`src/rtl/intpol2_d4_ctrl_fsm.sv`:
```
// Control FSM for the 4x quadratic interpolator.
// Sequences one frame: soft clear, prime the three-sample coefficient
// window, issue four interpolation phases per input sample, drain the
// datapath pipeline, then pulse done.
module intpol2_d4_ctrl_fsm #(
  parameter int PIPE_LAT = 3
) (
  input  logic       clk,
  input  logic       rstn,
  input  logic       start,
  input  logic       abort,
  input  logic       Empty,
  input  logic       Afull,
  input  logic       comp_addr,
  input  logic       comp_cnt,
  output logic       clear,
  output logic       busy,
  output logic       en_M_addr,
  output logic       Read_Enable,
  output logic       en_sum,
  output logic [1:0] phase,
  output logic       Write_Enable,
  output logic       done
);

  typedef enum logic [2:0] {
    S_IDLE  = 3'd0,
    S_CLR   = 3'd1,
    S_PRIME = 3'd2,
    S_RUN   = 3'd3,
    S_FLUSH = 3'd4,
    S_DONE  = 3'd5
  } state_t;

  state_t              state_q, state_d;
  logic [1:0]          phase_q, phase_d;
  logic [PIPE_LAT-1:0] valid_q, valid_d;
  logic                issue;

  // State register, phase counter and issue-valid shift register.
  always_ff @(posedge clk or negedge rstn) begin
    if (!rstn) begin
      state_q <= S_IDLE;
      phase_q <= 2'd0;
      valid_q <= '0;
    end else begin
      state_q <= state_d;
      phase_q <= phase_d;
      valid_q <= valid_d;
    end
  end

  // Next-state, phase advance, issue tracking and Mealy FIFO/counter strobes.
  always_comb begin
    state_d     = state_q;
    phase_d     = phase_q;
    valid_d     = valid_q << 1;
    issue       = 1'b0;
    Read_Enable = 1'b0;
    en_M_addr   = 1'b0;
    en_sum      = 1'b0;

    case (state_q)
      S_IDLE: begin
        if (start) state_d = S_CLR;
      end

      S_CLR: begin
        state_d = S_PRIME;
      end

      S_PRIME: begin
        // Once the window reports loaded, stop popping and start issuing.
        if (comp_addr) begin
          state_d = S_RUN;
        end else if (!Empty) begin
          Read_Enable = 1'b1;
          en_M_addr   = 1'b1;
        end
      end

      S_RUN: begin
        // Only the phase-3 issue consumes a new sample, so Empty only
        // matters there; the last sample of the frame needs no pop.
        issue = !Afull && ((phase_q != 2'd3) || !Empty || comp_cnt);
        if (issue) begin
          phase_d = phase_q + 2'd1;
          if (phase_q == 2'd3) begin
            if (comp_cnt) begin
              state_d = S_FLUSH;
            end else begin
              Read_Enable = 1'b1;
              en_sum      = 1'b1;
            end
          end
        end
      end

      S_FLUSH: begin
        // Wait until every issued result has been written out.
        if (valid_q == '0) state_d = S_DONE;
      end

      S_DONE: begin
        state_d = S_IDLE;
      end

      default: begin
        state_d = S_IDLE;
      end
    endcase

    valid_d[0] = issue;

    // Abort wins over everything: drop in-flight writes, no done pulse.
    if (abort) begin
      state_d     = S_IDLE;
      phase_d     = 2'd0;
      valid_d     = '0;
      issue       = 1'b0;
      Read_Enable = 1'b0;
      en_M_addr   = 1'b0;
      en_sum      = 1'b0;
    end
  end

  assign clear        = (state_q == S_CLR);
  assign busy         = (state_q != S_IDLE);
  assign done         = (state_q == S_DONE);
  assign phase        = phase_q;
  assign Write_Enable = valid_q[PIPE_LAT-1];

endmodule
```
`config.mk`:
```
export PLATFORM = sky130hd
export DESIGN_NAME = intpol2_d4_ctrl_fsm
export DESIGN_NICKNAME = d
export VERILOG_FILES = /design/src/rtl/intpol2_d4_ctrl_fsm.sv
export SDC_FILE = /design/constraint.sdc
export NUM_CORES = 1
export LEC_CHECK = 0
export ABC_AREA = 1
export CAP_MARGIN = 20
export CORE_AREA = 2 2 39 41
export CTS_CLUSTER_DIAMETER = 150
export DETAILED_ROUTE_END_ITERATION = 7
export DIE_AREA = 0 0 41 43
export HOLD_SLACK_MARGIN = 0.1
export PLACE_DENSITY_LB_ADDON = 0.15
export REMOVE_ABC_BUFFERS = 1
export SYNTH_ARGS = -nofsm -noshare
export SYNTH_HDL_FRONTEND = slang
export SYNTH_SLANG_ARGS = --single-unit
```
`constraint.sdc`:
```
create_clock -name clk -period 1.7 [get_ports clk]
set_input_delay 0.34 -clock clk [delete_from_list [all_inputs] [get_ports clk]]
set_output_delay 0.34 -clock clk [all_outputs]
set_load 0.005 [all_outputs]
```
==> results of run 1 <==
==> cell usage after synthesis (all sizes together) <==
master / instances
o22ai: 1
nor2: 17
o21ai: 2
nand3: 5
a31oi: 1
inv: 10
or2: 1
dfrtp: 8
o21bai: 1
nor3b: 1
nand3b: 1
nand2: 18
ha: 1
a21oi: 2
==> cell usage in the layout, fill, tap and decap left out, drive strengths merged, types with 2 or more instances in the layout <==
| cell | count |
|---|---|
| buf | 21 |
| nand2 | 18 |
| nor2 | 17 |
| inv | 10 |
| dfrtp | 8 |
| clkdlybuf4s50 | 7 |
| dlygate4sd2 | 6 |
| nand3 | 5 |
| clkbuf | 3 |
| a21oi | 2 |
| o21ai | 2 |
==> worst paths after layout <==
check                           start     endpoint  cells past startpoint
min reg2reg                valid_q[0]   valid_q[1]                      2
max reg2reg                  phase[0]     phase[1]                      9
max in group asynchronous        rstn   valid_q[1]                      1
min                              rstn   valid_q[2]                      1
min in group clk           valid_q[0]   valid_q[1]                      2
max                          phase[0]  Read_Enable                      6
==> cell type report <==
type,instances,share of cell area (%)
Inverter,10,4.317
Clock buffer,3,2.590
Multi-Input combinational cell,51,35.54
Timing Repair Buffer,34,32.23
Tap cell,16,2.302
Sequential cell,8,23.02
==> routing by layer <==
metal,GRT usage (%),vias up
met2,30.63,10
met1,19.80,257
li1,-,289
met5,0,-
met4,4.000,0
met3,6.283,2
==> critical path, cell delays in order, from the launching register on <==
cell and delay [ns]:
dfrtp_1 0.38, ha_2 0.21, a31oi_4 0.18, nand3_2 0.12
buf_6 0.14, o22ai_2 0.07, buf_2 0.13
==> stage by stage <==
stage | TNS [ns] | setup WS [ns] | cell area (µm²)
after floorplan | 0 | 0.2700 | 491.7
after global placement | -1.380 | -0.4785 | 769.5
after detailed placement | -1.394 | -0.4937 | 769.5
after CTS | -0.1597 | -0.08000 | 842.1
after global routing | -0.3989 | -0.1950 | 869.6
final | -0.2346 | -0.1254 | 869.6
==> power breakdown <==
group	leakage, µW	total, µW	internal [µW]	switching [µW]
clock network	0.0000138	136	80.2	55.9
registers	0.000109	254	226	28.0
logic	0.000331	528	253	275
total	0.000453	918	560	359
==> flip-flops by register name, indices dropped and copies added (netlist names) <==
| register | flops |
|---|---|
| state_q | 3 |
| valid_q | 3 |
| phase | 2 |
==> repair_timing <==
item	in CTS	in global routing
setup buffers	6	0
pin swaps	7	6
cloned	0	0
hold endpoints to repair	0	0
resized for setup	27	9
endpoints found under the setup margin	6	4
==> cell families after synthesis <==
| family | synth area share, % |
|---|---|
| AND/OR/NAND/NOR | 39.70 |
| adder cells (fa/ha/maj) | 2.544 |
| buffers and inverters | 7.634 |
| flip-flops | 40.71 |
| AO/OA/AOI/OAI | 9.416 |
==> out/metrics.yaml, run 1 <==
status: "finished with violations"
violations: "setup timing"
cts_root_buf: "clkbuf_4"
fin_crit_sh_pct: 107.4
netlist_top_cells_area: "dfrtp_1, nand2_1, nor2_1"
antenna_found_initial: 0
clock_latency_ns: 0.24
ir_drop_mv: 0.7315
cts_made_buffers: 3
grt_start_max_net_pins: 9
yosysWarnings: 0
final_core_util_pct: 62.84
wl_met2_um: 667
arrival_ns: 1.49
fin_crit_ns: 1.825
num-nets-final: 117
clock_skew_ns: 0.002814
dieArea_mm2: 0.001763
synth_cell_types: 16
design.core.area_mm2: 0.001384
clock-sinks: 8
cap_violations: 0
die_x_um: 41
grt-ovfl-total: 0
timing.final.ws_setup_ns: -0.1254
syn_area_per_cell_um2: 7.126
antenna_left: 0
htreeDepth: 1
slew_violations: 0
path_class: "reg -> out"
hold_viol: 0
p_total_uw: 918.4
fmax_mhz: 547.8
wl_per_cell_um: 10.49
clk_pin_slew_ns: 0.05
dr.pass1.iters: 4
drive_above_1_share_pct: 41.51
grt_pass1_wl_mm: 2.097
cts.path.max_buffers: 2
rsz0062_at_grt: "yes"
placed_cells: 114
crit_path_end_kind: "output pin"
ff2ff_setup_slack_ns: 0.20
synth.cell_area_um2: 491.7
p_leak_uw: 0.0004535
syn_inst: 69
start_util_pct: 35.53
max_slew_margin_pct: 77.16
rows: 14
drt_wl_total_mm: 1.280
cp_max_fo: 2
powerDensity_mw_per_mm2: 1056
dp_hpwl_um: 956.6
synth_top_area_share_pct: 40.71
fin_cells: 122
multi_input_area_um2: 309.0
gp_congestion: 0.7487
diodes: 0
synth_top_area_cell: "dfrtp_1"
postCtsHoldBufs: 0
hold_class: "in -> async"
required_ns: 1.36
grt_pass1_vias: 535
fillers: 133
seq_area_um2: 200.2
seq_area_frac_synth_pct: 40.71
die-height_um: 43
ys_ff_latch: 8
wl_met1_um: 550
dr_wl_met3_um: 50
area_delta_synth_final_pct: 76.84
drc_errors: 0
cp-start-kind: "register"
tightest_slew_ns: 0.3415
numPortBuffers: 16
fin_hold_ws_ns: 0.3639
setup_viol: 2
cts_tree: "yes"
vias: 558
grt_usage_pct: 17.80
drt-vias-per-instance: 4.574
top_layer: "met4"
ios: 17
drt_iter0_drc: 1
No activity file was read; power rests on OpenSTA's default activity.
==> inputs of run 2 (changes only) <==
Clock period 1.7 ns to 1.6 ns, I/O delays scaled along.
==> run 2 against run 1 <==
Effect of this change:
- the flow still finishes with violations (setup timing)
- routed wire length is 0.23% lower
- first-iteration DRC count grew to 3.0 times the previous value
- sequential power is 6% higher
- clock skew hardly changed
- worst hold slack worse by 0.019 ns
- worst setup slack worse by 0.084 ns
- critical path depth stayed put
- die area stayed put
- critical endpoint unchanged
==> out/metrics.yaml, run 2 (synthesized netlist as in run 1, its figures left out) <==
die-height_um: 43  # unchanged
setup_viol: 2  # unchanged
crit_path_end_kind: "output pin"  # unchanged
drt_iter0_drc: 3  # was 1
ir_drop_mv: 0.7721  # was 0.7315 mV
swShare_pct: 39.23  # was 39.05%
required_ns: 1.28  # was 1.36 ns
cts_tree: "yes"  # unchanged
fin_crit_sh_pct: 113.1
max_slew_margin_pct: 77.06  # was 77.16%
tightest_slew_ns: 0.3430  # was 0.3415 ns
fin_crit_ns: 1.809
powerDensity_mw_per_mm2: 1132  # was 1056 mW/mm²
p_comb_share_pct: 58.0  # was 57.5%
hold_class: "in -> async"  # unchanged
die_x_um: 41  # unchanged
cp_top_family: "flip-flops"  # unchanged
grt-ovfl-total: 0  # unchanged
clkPwrFrac_pct: 14.6  # was 14.8%
dr.pass1.iters: 4  # unchanged
num-nets-final: 118  # was 117
numPortBuffers: 16  # unchanged
slowest_delay_ns: 0.38  # about the same
drc_errors: 0  # unchanged
wl_per_cell_um: 10.38  # was 10.49 µm
cp_max_fo: 2  # unchanged
path_cells: "ha_2, a31oi_4, nand3_2, buf_6, o22ai_2, buf_2"  # unchanged
postCtsHoldBufs: 0  # unchanged
hold_viol: 0  # unchanged
drt-vias-per-instance: 4.659  # was 4.574
fillers: 132  # was 133
htreeDepth: 1  # unchanged
cts.path.max_buffers: 2  # unchanged
critPathSlowestCell: "dfrtp_1"  # unchanged
antenna_found_initial: 0  # unchanged
grt_pass1_vias: 568  # was 535
grt_pass1_wl_mm: 2.208  # was 2.097 mm
start_util_pct: 35.53  # unchanged
clk_pin_slew_ns: 0.05  # about the same
ios: 17  # unchanged
slew_violations: 0  # unchanged
vias: 573  # was 558
timing.final.ws_setup_ns: -0.2091  # was -0.1254 ns
diodes: 0  # unchanged
cp.buffers_inverters: 2  # unchanged
clock_latency_ns: 0.24  # about the same
drive_above_1_share_pct: 43.93  # was 41.51%
dp_hpwl_um: 956.6  # unchanged
layout_common_cells: "buf_4, nand2_1, nor2_1, dfrtp_1, inv_1"  # was buf_4, nand2_1, inv_1, nor2_1, dfrtp_1
antenna_left: 0  # unchanged
cp-start-kind: "register"  # unchanged
arrival_ns: 1.49  # about the same
seqPwrFrac_pct: 27.3  # was 27.7%
path_class: "reg -> out"  # unchanged
drt_wl_total_mm: 1.277  # was 1.280 mm
clock_skew_ns: 0.002813  # was 0.002814 ns
p_leak_uw: 0.0004595  # was 0.0004535 µW
grt_start_max_net_pins: 9  # unchanged
design.core.area_mm2: 0.001384  # unchanged
cap_violations: 0  # unchanged
grt_usage_pct: 18.72  # was 17.80%
final_core_util_pct: 63.02  # was 62.84%
area_delta_synth_final_pct: 77.35  # was 76.84%
violations: "setup timing"  # unchanged
gp_congestion: 0.7487  # unchanged
status: "finished with violations"  # unchanged
rows: 14  # unchanged
tns_ns: -0.4025  # was -0.2346 ns
dieArea_mm2: 0.001763  # unchanged
p_int_uw: 599.8  # was 559.8 µW
cts_root_buf: "clkbuf_4"  # unchanged
rsz0062_at_grt: "yes"  # unchanged
switchingPower_uw: 387.2  # was 358.6 µW
cts_made_buffers: 3  # unchanged
clock-sinks: 8  # unchanged
fmax_mhz: 552.7
placed_cells: 114  # unchanged
fin_cells: 123  # was 122
final_common_cell: "buf_4"  # unchanged
==> run 2: through the flow <==
step	total power, µW	hold slack (ns)	cell area, µm²	setup WS [ns]
4_1_cts	983.7	0.3575	853.3	-0.1600
2_1_floorplan	555.8	0.02441	491.7	0.1900
3_3_place_gp	796.4	0.4553	769.5	-0.5385
6_report	987.0	0.3447	872.1	-0.2091
5_1_grt	1078	0.3468	872.1	-0.2783
3_5_place_dp	805.8	0.4684	769.5	-0.5537
==> run 2: area by class of cell <==
type | count | area (µm²) | area share, %
tap | 16 | 20.02 | 2.296
sequential | 8 | 200.2 | 22.96
multi-input combinational | 51 | 309.0 | 35.44
clock buffer | 3 | 22.52 | 2.582
inverter | 10 | 37.54 | 4.304
timing repair buffer | 35 | 282.8 | 32.42
==> run 2: final timing paths <==
path | depth (start not counted) | from | end | slack [ns]
min in group clk | 2 | valid_q[0] | valid_q[1] | 0.47
hold reg to reg | 2 | valid_q[0] | valid_q[1] | 0.47
setup / recovery | 6 | phase[0] | Read_Enable | -0.21
setup reg to reg | 7 | phase[0] | phase[0] | 0.11
max in group asynchronous | 1 | rstn | valid_q[1] | 1.00
hold / removal | 1 | rstn | valid_q[2] | 0.34
==> run 2: timing repair <==
action,4_1_cts,5_1_grt
pin swaps,8,6
resized for setup,30,10
buffers inserted,7,0
endpoints found under the hold margin,0,0
endpoints found under the setup margin,6,4
==> run 2: power groups by stage <==
stage	Combinational, µW	Clock, µW	Sequential [µW]
floorplan	277	0	279
global placement	532	0	264
detailed placement	541	0	265
CTS	568	149	267
global route	636	169	272
finish	573	145	270
==> run 2: metal layers <==
| layer | vias up | part of all wire (%) | GRT usage [%] |
|---|---|---|---|
| li1 | 293 | - | - |
| met1 | 264 | 40 | 19.80 |
| met2 | 12 | 53 | 32.19 |
| met3 | 4 | 4.9 | 6.806 |
| met4 | 0 | 2.3 | 6.000 |
| met5 | - | 0 | 0 |
==> inputs of run 3 (changes only) <==
Settings changed: SLEW_MARGIN set to 15.
==> results of run 3 <==
The final DEF is identical to that of run 2; final timing and power are the same.
